$ cat config.mk
export PLATFORM = sky130hd
export DESIGN_NAME = dds_wavegen
export DESIGN_NICKNAME = d
export VERILOG_FILES = /design/src/rtl/dds_pkg.sv /design/src/rtl/sine_lut.sv /design/src/rtl/dds_wavegen.sv
export SDC_FILE = /design/constraint.sdc
export NUM_CORES = 1
export LEC_CHECK = 0
export BUFFER_PORTS_ARGS = -buffer_cell sky130_fd_sc_hd__buf_2
export CAP_MARGIN = 20
export CORE_ASPECT_RATIO = 2
export CORE_MARGIN = 1
export CORE_UTILIZATION = 44
export DETAILED_ROUTE_END_ITERATION = 6
export HOLD_SLACK_MARGIN = 0.03
export PLACE_DENSITY = 0.67
export SLEW_MARGIN = 40
export SYNTH_ARGS = -nofsm -noshare
export SYNTH_HDL_FRONTEND = slang
export SYNTH_SLANG_ARGS = --single-unit
$ cat constraint.sdc
create_clock -name clk -period 5.9 [get_ports clk]
set_input_delay 0.59 -clock clk [delete_from_list [all_inputs] [get_ports clk]]
set_output_delay 0.59 -clock clk [all_outputs]
set_load 0.005 [all_outputs]
$ cat src/rtl/dds_pkg.sv
// Shared types, default widths and sine-table helper for the DDS waveform generator.
// Latency: n/a (package only).
// Backpressure: n/a.
package dds_pkg;

    typedef enum logic [1:0] {
        WAVE_SINE   = 2'd0,
        WAVE_SQUARE = 2'd1,
        WAVE_TRI    = 2'd2,
        WAVE_SAW    = 2'd3
    } wave_mode_t;

    localparam int DDS_PHASE_W = 24;
    localparam int DDS_ADDR_W  = 8;
    localparam int DDS_DATA_W  = 8;

    localparam real DDS_PI = 3.14159265358979323846;

    // Signed sine magnitude round((2^(data_w-1)-1) * sin(2*pi*k/2^addr_w)), ties away from zero.
    function automatic int sine_mag(input int k, input int addr_w, input int data_w);
        real amp;
        real r;
        amp = real'((1 << (data_w - 1)) - 1);
        r   = amp * $sin(2.0 * DDS_PI * real'(k) / real'(1 << addr_w));
        return (r >= 0.0) ? int'($floor(r + 0.5)) : -int'($floor(-r + 0.5));
    endfunction

endpackage

$ cat src/rtl/sine_lut.sv
// Registered sine ROM (offset binary); DDS_QUARTER_WAVE_EN folds a quarter-wave table.
// Latency: 1 cycle from addr_i to data_o; rst clears data_o asynchronously.
// Backpressure: none, reads every cycle.
module sine_lut
    import dds_pkg::*;
#(
    parameter int ADDR_W = DDS_ADDR_W,
    parameter int DATA_W = DDS_DATA_W
) (
    input  logic              clk,
    input  logic              rst,
    input  logic [ADDR_W-1:0] addr_i,
    output logic [DATA_W-1:0] data_o
);

    localparam logic [DATA_W-1:0] HALF = {1'b1, {(DATA_W-1){1'b0}}};

    logic [DATA_W-1:0] data_d;
    logic [DATA_W-1:0] data_q;

`ifdef DDS_QUARTER_WAVE_EN
    localparam int QTR = 1 << (ADDR_W - 2);
    localparam logic [ADDR_W-2:0] QTR_A = (ADDR_W-1)'(QTR);

    logic [DATA_W-1:0] mag_rom [QTR+1];
    logic [ADDR_W-2:0] q;
    logic [ADDR_W-2:0] idx;
    logic [DATA_W-1:0] mag;

    for (genvar k = 0; k <= QTR; k++) begin : g_rom
        localparam logic [DATA_W-1:0] ENTRY = DATA_W'(sine_mag(k, ADDR_W, DATA_W));
        assign mag_rom[k] = ENTRY;
    end

    // Mirror the second quarter: half-period minus q equals -q modulo the half-period.
    always_comb begin
        q      = addr_i[ADDR_W-2:0];
        idx    = (q <= QTR_A) ? q : ('0 - q);
        mag    = mag_rom[idx];
        data_d = addr_i[ADDR_W-1] ? (HALF - mag) : (HALF + mag);
    end
`else
    logic [DATA_W-1:0] rom [1 << ADDR_W];

    for (genvar k = 0; k < (1 << ADDR_W); k++) begin : g_rom
        localparam logic [DATA_W-1:0] ENTRY =
            DATA_W'((1 << (DATA_W - 1)) + sine_mag(k, ADDR_W, DATA_W));
        assign rom[k] = ENTRY;
    end

    always_comb begin
        data_d = rom[addr_i];
    end
`endif

    always_ff @(posedge clk or posedge rst) begin
        if (rst) begin
            data_q <= '0;
        end else begin
            data_q <= data_d;
        end
    end

    assign data_o = data_q;

endmodule

$ cat src/rtl/dds_wavegen.sv
// DDS waveform generator: phase accumulator + offset, sine/square/triangle/saw decode.
// Latency: accumulator value in cycle n appears on data_out in cycle n+2.
// Backpressure: none; pipeline runs every cycle, data_valid qualifies en samples.
module dds_wavegen
    import dds_pkg::*;
#(
    parameter int PHASE_W = DDS_PHASE_W,
    parameter int ADDR_W  = DDS_ADDR_W,
    parameter int DATA_W  = DDS_DATA_W
) (
    input  logic               clk,
    input  logic               rst,
    input  logic               en,
    input  logic               sync,
    input  logic               ftw_wr,
    input  logic [PHASE_W-1:0] ftw_in,
    input  logic [PHASE_W-1:0] phase_off,
    input  logic [1:0]         mode,
    output logic [DATA_W-1:0]  data_out,
    output logic               data_valid
);

    logic [PHASE_W-1:0] acc_q, acc_d;
    logic [PHASE_W-1:0] ftw_q, ftw_d;
    logic [PHASE_W-1:0] phase_s0;

    logic [ADDR_W-1:0]  pa_q;
    logic [DATA_W-1:0]  pd_q;
    wave_mode_t         mode1_q;
    logic               v1_q;

    logic [DATA_W-1:0]  tri_t;
    logic [DATA_W-1:0]  wave_d, wave_q;
    wave_mode_t         mode2_q;
    logic               vld_q;
    logic [DATA_W-1:0]  sine_dat;

    always_comb begin
        ftw_d = ftw_wr ? ftw_in : ftw_q;
        acc_d = acc_q;
        if (sync) begin
            acc_d = '0;
        end else if (en) begin
            acc_d = acc_q + ftw_q;
        end
        phase_s0 = acc_q + phase_off;
    end

    always_ff @(posedge clk or posedge rst) begin
        if (rst) begin
            acc_q   <= '0;
            ftw_q   <= '0;
            pa_q    <= '0;
            pd_q    <= '0;
            mode1_q <= WAVE_SINE;
            v1_q    <= 1'b0;
        end else begin
            acc_q   <= acc_d;
            ftw_q   <= ftw_d;
            pa_q    <= phase_s0[PHASE_W-1 -: ADDR_W];
            pd_q    <= phase_s0[PHASE_W-1 -: DATA_W];
            mode1_q <= wave_mode_t'(mode);
            v1_q    <= en & ~sync;
        end
    end

    // Sine comes from the LUT register; the other shapes share one S2 register.
    always_comb begin
        tri_t  = {pd_q[DATA_W-2:0], 1'b0};
        wave_d = '0;
        case (mode1_q)
            WAVE_SQUARE: wave_d = pd_q[DATA_W-1] ? '0 : '1;
            WAVE_TRI:    wave_d = pd_q[DATA_W-1] ? ~tri_t : tri_t;
            WAVE_SAW:    wave_d = pd_q;
            default:     wave_d = '0;
        endcase
    end

    always_ff @(posedge clk or posedge rst) begin
        if (rst) begin
            wave_q  <= '0;
            mode2_q <= WAVE_SINE;
            vld_q   <= 1'b0;
        end else begin
            wave_q  <= wave_d;
            mode2_q <= mode1_q;
            vld_q   <= v1_q;
        end
    end

    sine_lut #(
        .ADDR_W (ADDR_W),
        .DATA_W (DATA_W)
    ) u_sine_lut (
        .clk    (clk),
        .rst    (rst),
        .addr_i (pa_q),
        .data_o (sine_dat)
    );

    assign data_out   = (mode2_q == WAVE_SINE) ? sine_dat : wave_q;
    assign data_valid = vld_q;

endmodule
==> flow_summary.ini, run 1 <==
[cells_and_area]
final_cell_mix = 76 x a21oi_1, 75 x dfrtp_1, 65 x nand2_1
final_area_um2 = 7420
antenna_cells = 0
syn2layout_area_growth_pct = 11.1
fin_nets = 921
final_common_cell = a21oi_1
drive_gt1_share_pct = 18.0
post-route-util_pct = 50.1

[power]
ir_drop_uv = 295
p_per_area_nw_per_um2 = 504
power.leakage_nw = 3.31

[place]
gp_congestion = 0.969
dp_hpwl_mm = 14.5
dpl_cell_area_um2 = 7080
io_buffers = 63

[timing]
fin_skew_ns = 0.00636
slew_headroom_pct = 42.7
rsz0062_at_grt = no
maxSlewViolCount = 0
tightest_slew_ns = 0.856
final_hold_viol_count = 0
finalSetupTns_ns = 0
period_needed_ns = 3.42
max_freq_mhz = 292
layout_worst_path_cycle_share_pct = 58.0
setup_viol_count_final = 0

[setup_path]
crit_end = u_sine_lut.data_o[1]
start_kind = flip-flop
r2r-end = u_sine_lut.data_o[1]
worstReg2RegStart = pd_q[1]
startpoint = pd_q[1]
crit_arrival_ns = 3.62
worstSetupPathType = reg2reg
required_ns = 6.10
ff2ff_setup_slack_ns = 2.48
cp-end-kind = flip-flop
cp_max_fo = 22
reg2regPathDepth = 8

[yosys]
synth_edf_count = 0
synth_top_flop_cell = dfrtp_1
syn_avg_cell_area_um2 = 8.55
syn-num-nets = 894
ys_types = 74
syn_inst = 781
syn-cell-area_um2 = 6680
async_flop_share_pct = 100
synth.yosys.warnings = 0
ys_seq_elements = 78
ys_seq_area_share_pct = 29.2

[routing]
highest_layer = met4
drc_errors = 0
wirelength_met1_mm = 6.81
met2_length_mm = 10.9
met3_length_um = 874
initialDrtViolationCount = 352
vias = 6228
drtPass1Iterations = 5
ant_nets = 0
wl_per_cell_um = 19.7
vias_per_cell = 6.18
routed_wl_mm = 19.8

[cts]
clock_latency_ns = 0.34
post_cts_buffers = 0
htreeDepth = 3
postCtsResizedCells = 0
cts_buffers = 9
clock-sinks = 78
cts_hold_buf = 0
root_buffer = clkbuf_16
cts.clk_slew.worst_paths_ns = 0.06
cts_tree = built
clockBufferDepth = 2

[flow_run]
cap_violations = 0

[floorplan]
start_util_pct = 45.1
core_um2 = 14800
die_w_um = 89.1
die_y_um = 176
std_cell_rows = 63
io_pins = 64
floorplan.die_area_um2 = 15700

[global_route]
overflow = 0
grt_pass1_vias = 6250
grt_usage_pct = 26.6
grt_first_pass_wirelength_mm = 31.8
grt_start_max_net_pins = 76
antenna_found_initial = 0

[run_status]
status = complete, no violations

[hold_path]
hold_class = in2async
-- report_power, final --
| part | total [mW] | switching, mW | leakage (nW) | internal [mW] |
|---|---|---|---|---|
| registers | 0.823 | 0.158 | 0.953 | 0.665 |
| clock network | 0.650 | 0.234 | 0.172 | 0.416 |
| logic | 2.27 | 1.40 | 2.19 | 0.867 |
-- Yosys cell counts (6+ instances only) --
| master | instances | share of area [%] |
|---|---|---|
| clkbuf_1 | 31 | 1.7 |
| a21o_1 | 12 | 1.3 |
| buf_2 | 17 | 1.3 |
| dfrtp_1 | 78 | 29 |
| or3_1 | 6 | 0.56 |
| o211ai_1 | 17 | 1.9 |
| o21ai_0 | 55 | 4.1 |
| nand2_1 | 65 | 3.7 |
| and3_1 | 6 | 0.56 |
| a21oi_1 | 76 | 5.7 |
| o22ai_1 | 18 | 1.7 |
| xnor2_1 | 20 | 2.6 |
| xor2_1 | 13 | 1.7 |
| a211oi_1 | 19 | 2.1 |
| a31oi_1 | 7 | 0.66 |
| nand3_1 | 14 | 1.0 |
| mux2_2 | 32 | 5.4 |
| nand2b_1 | 18 | 1.7 |
| mux2i_1 | 16 | 2.4 |
| ha_1 | 57 | 11 |
| nor3_1 | 12 | 0.90 |
| nor2b_1 | 11 | 1.0 |
| o21ai_1 | 11 | 0.82 |
| nor2_1 | 61 | 3.4 |
| inv_1 | 15 | 0.84 |
| o21a_1 | 9 | 1.0 |
-- cell type report --
| class | count | area [um^2] |
|---|---|---|
| Clock buffer | 9 | 225 |
| Clock inverter | 7 | 120 |
| Fill cell | 1524 | 7390 |
| Inverter | 17 | 65.1 |
| Multi-Input combinational cell | 632 | 4440 |
| Sequential cell | 78 | 1960 |
| Tap cell | 195 | 244 |
| Timing Repair Buffer | 70 | 372 |
-- metal layers --
layer | vias to the layer above | global-route usage [%]
li1 | 2937 | -
met1 | 2973 | 27.2
met2 | 235 | 48.9
met3 | 83 | 3.51
met4 | 0 | 16.8
met5 | - | 0
-- how the worst min path moves through the flow --
stage | start | end | slack (ns) | depth (start not counted)
after global routing | rst | mode1_q[1] | 0.16 | 2
after global placement | v1_q | data_valid | 0.33 | 0
final | rst | mode1_q[1] | 0.15 | 2
after floorplan | v1_q | data_valid | 0.33 | 0
after detailed placement | v1_q | data_valid | 0.35 | 0
after CTS | rst | mode1_q[1] | 0.14 | 2
-- registers in the layout (all words and copies together), names as in the netlist --
| name | cells |
|---|---|
| acc_q | 24 |
| data_valid | 1 |
| ftw_q | 24 |
| mode1_q | 2 |
| mode2_q | 2 |
| pd_q | 8 |
| u_sine_lut.data_o | 8 |
| v1_q | 1 |
| wave_q | 8 |
-- critical path, stage by stage (launching register included) --
cell and delay [ns]:
dfrtp_1 0.87, inv_1 0.37, ha_1 0.74, or3_1 0.18, a21oi_1 0.06, a2111oi_0 0.44
a211oi_1 0.10, a2111oi_0 0.42, a41oi_1 0.09
-- through the flow --
step                      setup WS, ns  hold WS, ns  total power [mW]  instances
final                             2.48        0.147              3.75       1008
after global routing              2.35        0.157              4.01       1008
after CTS                         2.63        0.143              3.71       1008
after detailed placement          2.64        0.345              3.05        992
after global placement            2.78        0.332              3.03        992
after floorplan                   3.31        0.331              2.51        781
-- logic make-up after synthesis --
group                      after synthesis  share of synthesized area [%]
AOI/OAI and AO/OA                      285                           28.4
adders and majority gates               58                           11.0
buffers and inverters                   71                           4.36
muxes                                   51                           8.63
xor gates and xnor gates                33                           4.33
and+or+nand+nor                        205                           14.1
DFF                                     78                           29.2
Power figures use the tool's default switching activity.
==> inputs of run 2 (changes only) <==
==> constraint.sdc (replaced) <==
create_clock -name clk -period 3.25 [get_ports clk]
set_input_delay 0.325 -clock clk [delete_from_list [all_inputs] [get_ports clk]]
set_output_delay 0.325 -clock clk [all_outputs]
set_load 0.005 [all_outputs]
==> run 2 against run 1 <==
Non-clock buffer count up 13. Cell area up 0.35%. Count of clock-buffer cells in the layout up 2. Register-to-register slack worse by 1.9 ns. Fmax up 27%. Combinational power up 85%. Highest routed layer unchanged. Cell count up 1.3%. Worst hold slack worse by 0.096 ns.
==> flow_summary.ini, run 2 (synthesized netlist as in run 1, its figures left out) <==
[setup_path]
slowest_stage = fa_1
worstSetupPathType = reg2reg
required_ns = 3.45
cp_max_fo = 4
crit_arrival_ns = 2.89
start_kind = flip-flop
max_stage_delay_ns = 0.42
ff2ff_setup_slack_ns = 0.57
worstReg2RegStart = acc_q[0]
cp-end-kind = flip-flop
r2r-end = acc_q[20]
worstPathCellList = ha_1 -> fa_1 -> a21o_1 -> o2bb2ai_2 -> a41o_1 -> a211o_2 -> a32oi_2 -> xor2_1 -> o21ai_1
reg2regPathDepth = 9

[cells_and_area]
antenna_cells = 0
syn2layout_area_growth_pct = 11.5
top_regs = acc_q x24, ftw_q x24
fillers = 1508
final_cell_mix = 76 x a21oi_1, 75 x dfrtp_1, 65 x nand2_1
fin_nets = 934
drive_gt1_share_pct = 19.1
multi_input_comb_area_um2 = 4440
seqCellArea_um2 = 1960
post-route-util_pct = 50.3
final_common_cell = a21oi_1

[cts]
cts.clk_slew.worst_paths_ns = 0.06
htreeDepth = 3
clockBufferDepth = 2
root_buffer = clkbuf_16
cts_tree = built
clock-sinks = 78
cts_buffers = 9
cts_hold_buf = 0
postCtsResizedCells = 0
clock_latency_ns = 0.34
post_cts_buffers = 0

[timing]
tightest_slew_ns = 0.763
layout_setup_ws_ns = 0.566
rsz0062_at_grt = no
slew_headroom_pct = 49.0
fin_skew_ns = 0.0103
period_needed_ns = 2.68
maxSlewViolCount = 0
layout_worst_path_cycle_share_pct = 82.6
final_hold_viol_count = 0
max_freq_mhz = 373
setup_viol_count_final = 0
finalSetupTns_ns = 0

[floorplan]
core_um2 = 14800
start_util_pct = 45.1
io_pins = 64
floorplan.die_area_um2 = 15700
std_cell_rows = 63
die_y_um = 176
die_w_um = 89.1

[place]
io_buffers = 63
gp_congestion = 0.978
pre_cts_ws_ns = 0.571
dp_hpwl_mm = 15.4

[hold_path]
hold_class = in2async

[routing]
wl_per_cell_um = 19.8
initialDrtViolationCount = 258
drc_errors = 0
ant_nets = 0
vias = 6331
routed_wl_mm = 20.2
drtPass1Iterations = 5
vias_per_cell = 6.20

[power]
p_per_area_nw_per_um2 = 903
ir_drop_uv = 474
power.leakage_nw = 3.33

[global_route]
grt_first_pass_wirelength_mm = 32.5
antenna_found_initial = 0
overflow = 0
grt_usage_pct = 27.8
grt_pass1_vias = 6344
grt_start_max_net_pins = 47

[flow_run]
cap_violations = 0

[run_status]
status = complete, no violations
[run 2: worst max-delay path by stage]
stage / startpoint / end
after floorplan: acc_q[0] / acc_q[20]
after global placement: acc_q[0] / acc_q[20]
after detailed placement: acc_q[0] / acc_q[20]
after CTS: acc_q[0] / acc_q[20]
after global routing: pd_q[1] / u_sine_lut.data_o[3]
final: acc_q[0] / acc_q[20]
[run 2: stage by stage]
step	total power, mW	cells	hold WS [ns]	cell area [um^2]
after floorplan	4.55	781	0.331	6680
after global placement	5.66	1005	0.333	7170
after detailed placement	5.68	1005	0.343	7170
after CTS	6.65	1021	0.0786	7450
after global routing	7.27	1021	0.0818	7450
final	6.73	1021	0.0506	7450
[run 2: worst max-delay path, delay by kind of cell, from the launching register on]
| family | cells | cell delay [ns] |
|---|---|---|
| adders and majority gates | 2 | 0.67 |
| AOI/OAI and AO/OA | 6 | 1.35 |
| xor gates and xnor gates | 1 | 0.16 |
| DFF | 1 | 0.39 |
[run 2: power breakdown]
group | switching, mW | internal (mW) | total (mW)
Sequential | 0.377 | 1.21 | 1.59
Combinational | 2.53 | 1.67 | 4.20
Clock | 0.407 | 0.538 | 0.945
[run 2: metal layers]
| layer | share of wire (%) | vias to the layer above | wire [um] | global-route usage (%) |
|---|---|---|---|---|
| met2 | 55 | 282 | 11100 | 51.3 |
| met4 | 7.4 | 0 | 1500 | 19.6 |
| li1 | - | 2984 | - | - |
| met5 | 0 | - | 0 | 0 |
| met1 | 33 | 2967 | 6590 | 26.9 |
| met3 | 4.8 | 98 | 964 | 4.44 |
[run 2: cell type report]
type / instances / area share (%)
multi-input cells: 632 / 59.6
clock inverters: 5 / 0.453
repair buffers: 83 / 6.25
well taps: 195 / 3.27
inverters: 17 / 0.890
flip-flops and latches: 78 / 26.2
clock buffers: 11 / 3.26
